### src/rtl/noc_flit_tx.sv
// rtl/noc_flit_tx.sv - packet-to-flit transmitter: head/body/tail framing over a 34-bit valid/ready link
// Optional destination check: define NOC_FLIT_TX_DEST_CHECK_EN to drop requests addressed to 0/0.
module noc_flit_tx #(
    parameter int LEN_W = 8
) (
    input  logic             clk,
    input  logic             arst,
    input  logic             req_valid_i,
    output logic             req_ready_o,
    input  logic [3:0]       req_x_i,
    input  logic [3:0]       req_y_i,
    input  logic [1:0]       req_vc_i,
    input  logic [LEN_W-1:0] req_len_i,
    input  logic [31:0]      data_i,
    input  logic             data_valid_i,
    output logic             data_ready_o,
    output logic [33:0]      fdata_o,
    output logic             valid_o,
    input  logic             ready_i,
    output logic [1:0]       vc_id_o,
    output logic             busy_o,
    output logic             err_o
);

    typedef enum logic [1:0] {
        S_IDLE = 2'd0,
        S_BODY = 2'd1,
        S_TAIL = 2'd2
    } state_t;

    localparam logic [1:0] T_HEAD = 2'b00;
    localparam logic [1:0] T_BODY = 2'b01;
    localparam logic [1:0] T_TAIL = 2'b11;

    state_t           state_q, state_d;
    logic [LEN_W-1:0] rem_q, rem_d;
    logic [1:0]       vc_q, vc_d;
    logic [33:0]      fdata_q, fdata_d;
    logic             valid_q, valid_d;

    logic             slot_free;
    logic [LEN_W-1:0] eff_len;
    logic [7:0]       len_field;
    logic [33:0]      head_flit;

    assign slot_free = !valid_q || ready_i;
    assign eff_len   = (req_len_i == '0) ? LEN_W'(1) : req_len_i;
    assign len_field = 8'(eff_len);
    assign head_flit = {T_HEAD, 2'b00, req_x_i, req_y_i, len_field, 14'd0};

`ifdef NOC_FLIT_TX_DEST_CHECK_EN
    logic err_q, err_d;
`endif

    // rem counts body flits still to send; the last body hands over to TAIL
    always_comb begin
        state_d      = state_q;
        rem_d        = rem_q;
        vc_d         = vc_q;
        fdata_d      = fdata_q;
        valid_d      = valid_q && !ready_i;
        req_ready_o  = 1'b0;
        data_ready_o = 1'b0;
`ifdef NOC_FLIT_TX_DEST_CHECK_EN
        err_d        = 1'b0;
`endif
        case (state_q)
            S_IDLE: begin
                req_ready_o = slot_free;
                if (req_valid_i && slot_free) begin
`ifdef NOC_FLIT_TX_DEST_CHECK_EN
                    if (req_x_i == 4'd0 && req_y_i == 4'd0) begin
                        err_d = 1'b1;
                    end else
`endif
                    begin
                        fdata_d = head_flit;
                        valid_d = 1'b1;
                        vc_d    = req_vc_i;
                        rem_d   = eff_len - LEN_W'(1);
                        state_d = (eff_len > LEN_W'(1)) ? S_BODY : S_TAIL;
                    end
                end
            end
            S_BODY: begin
                data_ready_o = slot_free;
                if (data_valid_i && slot_free) begin
                    fdata_d = {T_BODY, data_i};
                    valid_d = 1'b1;
                    rem_d   = rem_q - LEN_W'(1);
                    if (rem_q == LEN_W'(1)) begin
                        state_d = S_TAIL;
                    end
                end
            end
            S_TAIL: begin
                data_ready_o = slot_free;
                if (data_valid_i && slot_free) begin
                    fdata_d = {T_TAIL, data_i};
                    valid_d = 1'b1;
                    rem_d   = '0;
                    state_d = S_IDLE;
                end
            end
            default: begin
                state_d = S_IDLE;
            end
        endcase
    end

    always_ff @(posedge clk) begin
        if (arst) begin
            state_q <= S_IDLE;
            rem_q   <= '0;
            vc_q    <= 2'd0;
            fdata_q <= 34'd0;
            valid_q <= 1'b0;
        end else begin
            state_q <= state_d;
            rem_q   <= rem_d;
            vc_q    <= vc_d;
            fdata_q <= fdata_d;
            valid_q <= valid_d;
        end
    end

`ifdef NOC_FLIT_TX_DEST_CHECK_EN
    always_ff @(posedge clk) begin
        if (arst) begin
            err_q <= 1'b0;
        end else begin
            err_q <= err_d;
        end
    end
    assign err_o = err_q;
`else
    assign err_o = 1'b0;
`endif

    assign fdata_o = fdata_q;
    assign valid_o = valid_q;
    assign vc_id_o = vc_q;
    assign busy_o  = (state_q != S_IDLE);

endmodule

### config.mk
export PLATFORM = sky130hd
export DESIGN_NAME = noc_flit_tx
export DESIGN_NICKNAME = d
export VERILOG_FILES = /design/src/rtl/noc_flit_tx.sv
export SDC_FILE = /design/constraint.sdc
export NUM_CORES = 1
export LEC_CHECK = 0
export ABC_CLOCK_PERIOD_IN_PS = 4900
export CAP_MARGIN = 5
export CORE_MARGIN = 3
export CORE_UTILIZATION = 45
export CTS_BUF_LIST = sky130_fd_sc_hd__clkbuf_16
export CTS_CLUSTER_SIZE = 28
export DETAILED_ROUTE_END_ITERATION = 6
export PLACE_DENSITY_LB_ADDON = 0.05
export RECOVER_POWER = 50
export SLEW_MARGIN = 30
export SYNTH_ARGS = -nofsm -noshare
export SYNTH_HDL_FRONTEND = slang
export SYNTH_SLANG_ARGS = --single-unit
### constraint.sdc
create_clock -name clk -period 4.9 [get_ports clk]
set_input_delay 0.49 -clock clk [delete_from_list [all_inputs] [get_ports clk]]
set_output_delay 0.49 -clock clk [all_outputs]
set_load 0.01 [all_outputs]
* Word-level counts from Yosys, hierarchy flattened
Index checks and enable logic that the tools add are counted.
** Word-level totals
- Register bits :: 47
- Latch bits :: 0
- Memory bits (writable) :: 0
- ROM bits :: 0
- Input port bits :: 55
- Output and inout port bits :: 41
- Word-level logic and storage cells :: 49
- Memories kept :: 0
** Cells by class
- $add $sub $neg :: 2
- Multiply operators :: 0
- Div/mod/pow operators :: 0
- Order comparisons :: 1
- Equal/unequal tests :: 7
- Shift operators :: 0
- Multiplexer cells :: 20
- Bitwise operators :: 0
- Reduce and logical (&&, ||, !) cells :: 14
** Operator list (count)
- $mux 34 :: 3
- $pmux 34 s3 :: 1
- $mux 8 :: 4
- $pmux 8 s3 :: 1
- $sub 8x1->8 const B :: 2
- $mux 2 :: 5
- $eq 8x1->1 const B :: 1
- $gt 8x1->1 const B :: 1
- $logic_not 8->1 :: 1
- $ne 2x2->1 const B :: 4
- $reduce_and 4->1 :: 2
- $pmux 2 s3 :: 1
- $mux 1 :: 4
- $logic_and 1x1->1 :: 3
- $reduce_bool 3->1 :: 1
- $eq 2x1->1 const B :: 1
- $eq 2x2->1 const B :: 1
- $logic_not 1->1 :: 2
- $logic_not 2->1 :: 1
- $pmux 1 s2 :: 1
- $reduce_and 2->1 :: 1
- $reduce_bool 2->1 :: 1
- $reduce_or 2->1 :: 1
- $logic_or 1x1->1 :: 1

* Depth between registers and ports, before layout
- Depth in word-level cells :: 6
- Gate-level depth with buffers :: 10
- Depth with buffers taken out :: 8

* Worst setup path after synthesis
Ideal clock, no wire load.
- Path kind :: input to register
- Start point :: in req_len_i[4]
- End point :: reg state_q[1]
- Library setup time :: 0.132 ns
- Data arrival time :: 1.897 ns
- Data required time :: 4.768 ns
- Slack :: 2.871 ns
- Stages on the path :: 6
- Path buffers :: 0
- Path through :: nor4_4 -> a31oi_1 -> ha_1 -> o211a_1 -> a2111oi_0 -> nor3_1
** On the way
- Longest elaborated chain between the ends :: 6
** Ends and longest elaborated chain
- from (decl) :: RTL line 13 : input logic [LEN_W-1:0] req_len_i,
- $logic_not 8->1 :: RTL line 47 : assign eff_len = (req_len_i == '0) ? LEN_W'(1) : req_len_i;
- $mux 8 (*) :: RTL line 47
- $gt 8x1->1 (*) :: RTL line 81 : state_d = (eff_len > LEN_W'(1)) ? S_BODY : S_TAIL;
- $mux 2 (*) :: RTL line 81
- $mux 2 (*) :: RTL line 70 : if (req_valid_i && slot_free) begin
- $pmux 2 s3 (*) :: RTL line 67 : case (state_q)
- to (signal assigned) :: RTL line 119 : state_q <= state_d;
- to (decl) :: RTL line 35 : state_t state_q, state_d;
Mark *: on every way between the ends. The rest lies on a longest branch, timed or not. The select of a mux whose other input is x is not followed.
A chain may end at the register's enable or synchronous reset.

* Worst setup path in the final report
- Start point :: in ready_i
- End point :: reg fdata_q[14] (netlist: fdata_o[14])
** On the way
- Longest elaborated chain between the ends :: 4
- Elaborated cells on any way between the ends :: 7
- Classes of those cells :: eq/ne (3); reduce/logical (4)
** Ends and longest elaborated chain
- from (decl) :: RTL line 19 : input logic ready_i,
- $logic_or 1x1->1 (*) :: RTL line 46 : assign slot_free = !valid_q || ready_i;
- $logic_and 1x1->1 (on tied branches) :: RTL line 87, 98, 70
- $ne 2x2->1 (no line)
- $reduce_and 4->1 (no line) (*)
- to (signal assigned) :: RTL line 122 : fdata_q <= fdata_d;
- to (decl) :: RTL line 38 : logic [33:0] fdata_q, fdata_d;
Mark *: on every way between the ends. The rest lies on a longest branch, timed or not.

==> impl_results.md <==
* Run status: finished clean
* Share of the yosys chip area belonging to registers at about two fifths
* First-pass GRT wire length at between 10000 and 15000 um
* CTS Sinks at between 40 and 50
* Initial core utilization at 48.0%
* Synth warnings at 0
* Clk buf depth at 2
* Gpl congestion at 0.862
* Vias per cell at roughly 5.4
* Least-Margin Pin Slew at 0.868 ns
* GRT Total Usage at 21.5%
* Synthesized area per cell at 8.31 um^2
* Post-synth top flop: dfxtp_1
* Final #Nets at 426
* Placed cell count at roughly 420
* Worst EP required at 5.10 ns
* Worst Clk Skew at 0.00490 ns
* Slew Viols, Final at 0
* Tot Pwr at about 2100 uW
* CTS buffer count at 5
* Crit path from: ready_i
* Drt total wl at 6400 um
* Worst min-delay path startpoint: fdata_o[9]
* Die area at 0.00607 mm^2
* Core area at 0.00485 mm^2
* GR Overflow Total at 0
* DR iter-0 viols at 206
* Fraction of the mapped netlist area in adder cells at ~4.8%
* Largest family of logic cells by synthesized area: simple AND/OR/NAND/NOR gates
* #FFs+latches synth at 47
* CP Capture Type: register
* Cells after synthesis at 280
* Final cycle utilization of the critical path at 55.7%
* Worst Hold Class: register to register
* Layout cell share with drive strength beyond 1 at 5.23%
* Die Ht at 77.9 um
* RSZ-0062 raised after global routing: false
* Detail Route Antenna Nets at 0
* Setup violators final at 0
* Final hold viol count at 0
* Post-Layout Cell Count at 430
* Critical Path Fanout Max at 25
* Ports at 96
* Post-CTS setup buffer count at 0
* CTS tree: done
* Leakage power at 0.00134 uW
* Area fraction in compound gates after synthesis at between 20% and 30%
* Synthesized cell area at 0.00233 mm^2
* Gates resized, CTS repair at 0
* XOR/XNOR Fraction of Synth Area at about 1.1%
* Clock-pin slew on the worst setup and hold paths at 0.06 ns
* Clk Latency, worst-skew pair at 0.29 ns
* TNS Setup at 0 ns
* Vias in the first global route at about 2200
* Post-synth ARST share at 0%
* H-tree levels at 2
* Simple-gate share of the synthesized area at about a quarter
* Layout area overhead at 45.2%
* Die W at 77.9 um
* CTS root buf: clkbuf_16
* Post-synth cell types at 44
* Detailed placement HPWL at 4480 um
* Antenna cells at 0
* Worst endpoint data arrival time at 2.93 ns
* Per-cell routed wire length at 14.9 um
* Critical R2R Launch: state_q[1]
* PwrDens at ~620 mW/mm^2
* Post-synthesis mux area share at under 10%
* Initial antenna violation count at 0
* Fmax achieved at 0.366 GHz
* Setup crit start kind: input port
* Critical path type: input port to register
* Residual DRC at 0
* Quantity of hold-fixing buffers added after cts at 0
* Initial DRT Pass Iterations at 4
* Peak VDD IR at approximately 0.31 mV
* Row cnt at 25
* Rel. slew slack at 42.1%
* Net count after synthesis at 344
* Port buffer count at 94
* Largest net degree at the start of global routing at 49
* Via count at roughly 2300
* Minimum clock period at 2.73 ns
* EDFF count, synth at 0
* Max-Cap Viols at 0
-- critical path, stage by stage --
cell,delay (ns)
dlygate4sd3_1,0.54
nand2b_1,0.21
a21oi_1,0.39
or3_1,0.62
buf_4,0.40
a221oi_1,0.08
nor3_1,0.19
-- power by group --
part	switching [uW]	internal [uW]
logic	696	482
clock network	146	186
registers	78.2	511
-- cells by family (layout without fill, tap and decap cells) --
kind of cell	Yosys count	after routing
simple gates	115	115
buf+inv	30	113
fa+ha+maj	9	9
mux	4	4
compound gates	71	71
other cells	1	1
xor+xnor	3	3
flops	47	47
-- worst paths after layout --
| path | endpoint | cells past startpoint | slack [ns] |
|---|---|---|---|
| hold reg to reg | fdata_o[9] | 2 | 0.45 |
| setup / recovery | fdata_o[14] | 7 | 2.17 |
| hold / removal | fdata_o[9] | 2 | 0.45 |
| setup reg to reg | fdata_o[25] | 8 | 2.34 |
-- state kept, by name (all words and copies together) (netlist names) --
signal,flops
fdata_o,34
rem_q,8
state_q,2
valid_o,1
vc_id_o,2
-- final cells by class --
type | instances | area [um^2]
Timing Repair Buffer | 97 | 958
Clock inverter | 3 | 15.0
Inverter | 8 | 30.0
Tap cell | 67 | 83.8
Fill cell | 421 | 1470
Clock buffer | 5 | 125
Sequential cell | 47 | 941
Multi-Input combinational cell | 203 | 1230
-- layout by cell type, fill, tap and decap left out, types with 2 or more instances in the layout --
cell type	Yosys	routed
nand2b_1	2	3
o211a_1	2	2
nor3_1	21	21
a21oi_1	25	25
dfxtp_1	47	47
clkinv_1	0	2
clkdlybuf4s50_1	0	53
nand3_1	17	17
nand2_1	31	31
inv_1	7	7
clkbuf_16	0	5
buf_4	1	3
a221oi_1	13	13
dlygate4sd3_1	0	40
mux2i_1	4	4
a31oi_1	6	6
nor2_1	33	32
ha_1	9	9
o21ai_0	8	8
o22ai_1	3	3
a211oi_1	2	2
o2bb2ai_1	2	2
a221oi_2	3	3
xor2_1	2	2
-- synthesized netlist by cell type (2+ instances only) --
cell type  count  area [um^2]
a211oi_1       2         15.0
a21oi_1       25          125
a221oi_1      13          114
a221oi_2       3         45.0
a31oi_1        6         37.5
and2_1         2         12.5
buf_2          5         25.0
buf_6          5         56.3
clkbuf_1      10         37.5
dfxtp_1       47          941
ha_1           9          113
inv_1          7         26.3
mux2i_1        4         40.0
nand2_1       31          116
nand2b_1       2         12.5
nand3_1       17         85.1
nor2_1        33          124
nor3_1        21          105
o211a_1        2         20.0
o21ai_0        8         40.0
o22ai_1        3         18.8
o2bb2ai_1      2         17.5
xor2_1         2         17.5
-- per-stage QoR --
stage | utilization [%] | setup slack, ns | hold WS (ns) | cell area [um^2]
5_1_grt | 69.7 | 1.92 | 0.468 | 3380
6_report | 69.7 | 2.17 | 0.446 | 3380
4_1_cts | 69.9 | 2.26 | 0.453 | 3390
3_5_place_dp | 67.0 | 2.08 | 0.445 | 3250
2_1_floorplan | - | 2.87 | 0.450 | 2330
3_3_place_gp | 67.0 | 2.13 | 0.437 | 3250
-- per-layer routing --
layer / part of all wire [%] / vias to the layer above / track usage [%]
met3: 6.4 / 15 / 5.68
met2: 48 / 76 / 34.1
met5: 0 / - / 0
met4: 2.1 / 0 / 8.74
met1: 43 / 1078 / 27.7
li1: - / 1169 / -
(Power assumes the default switching activity.)
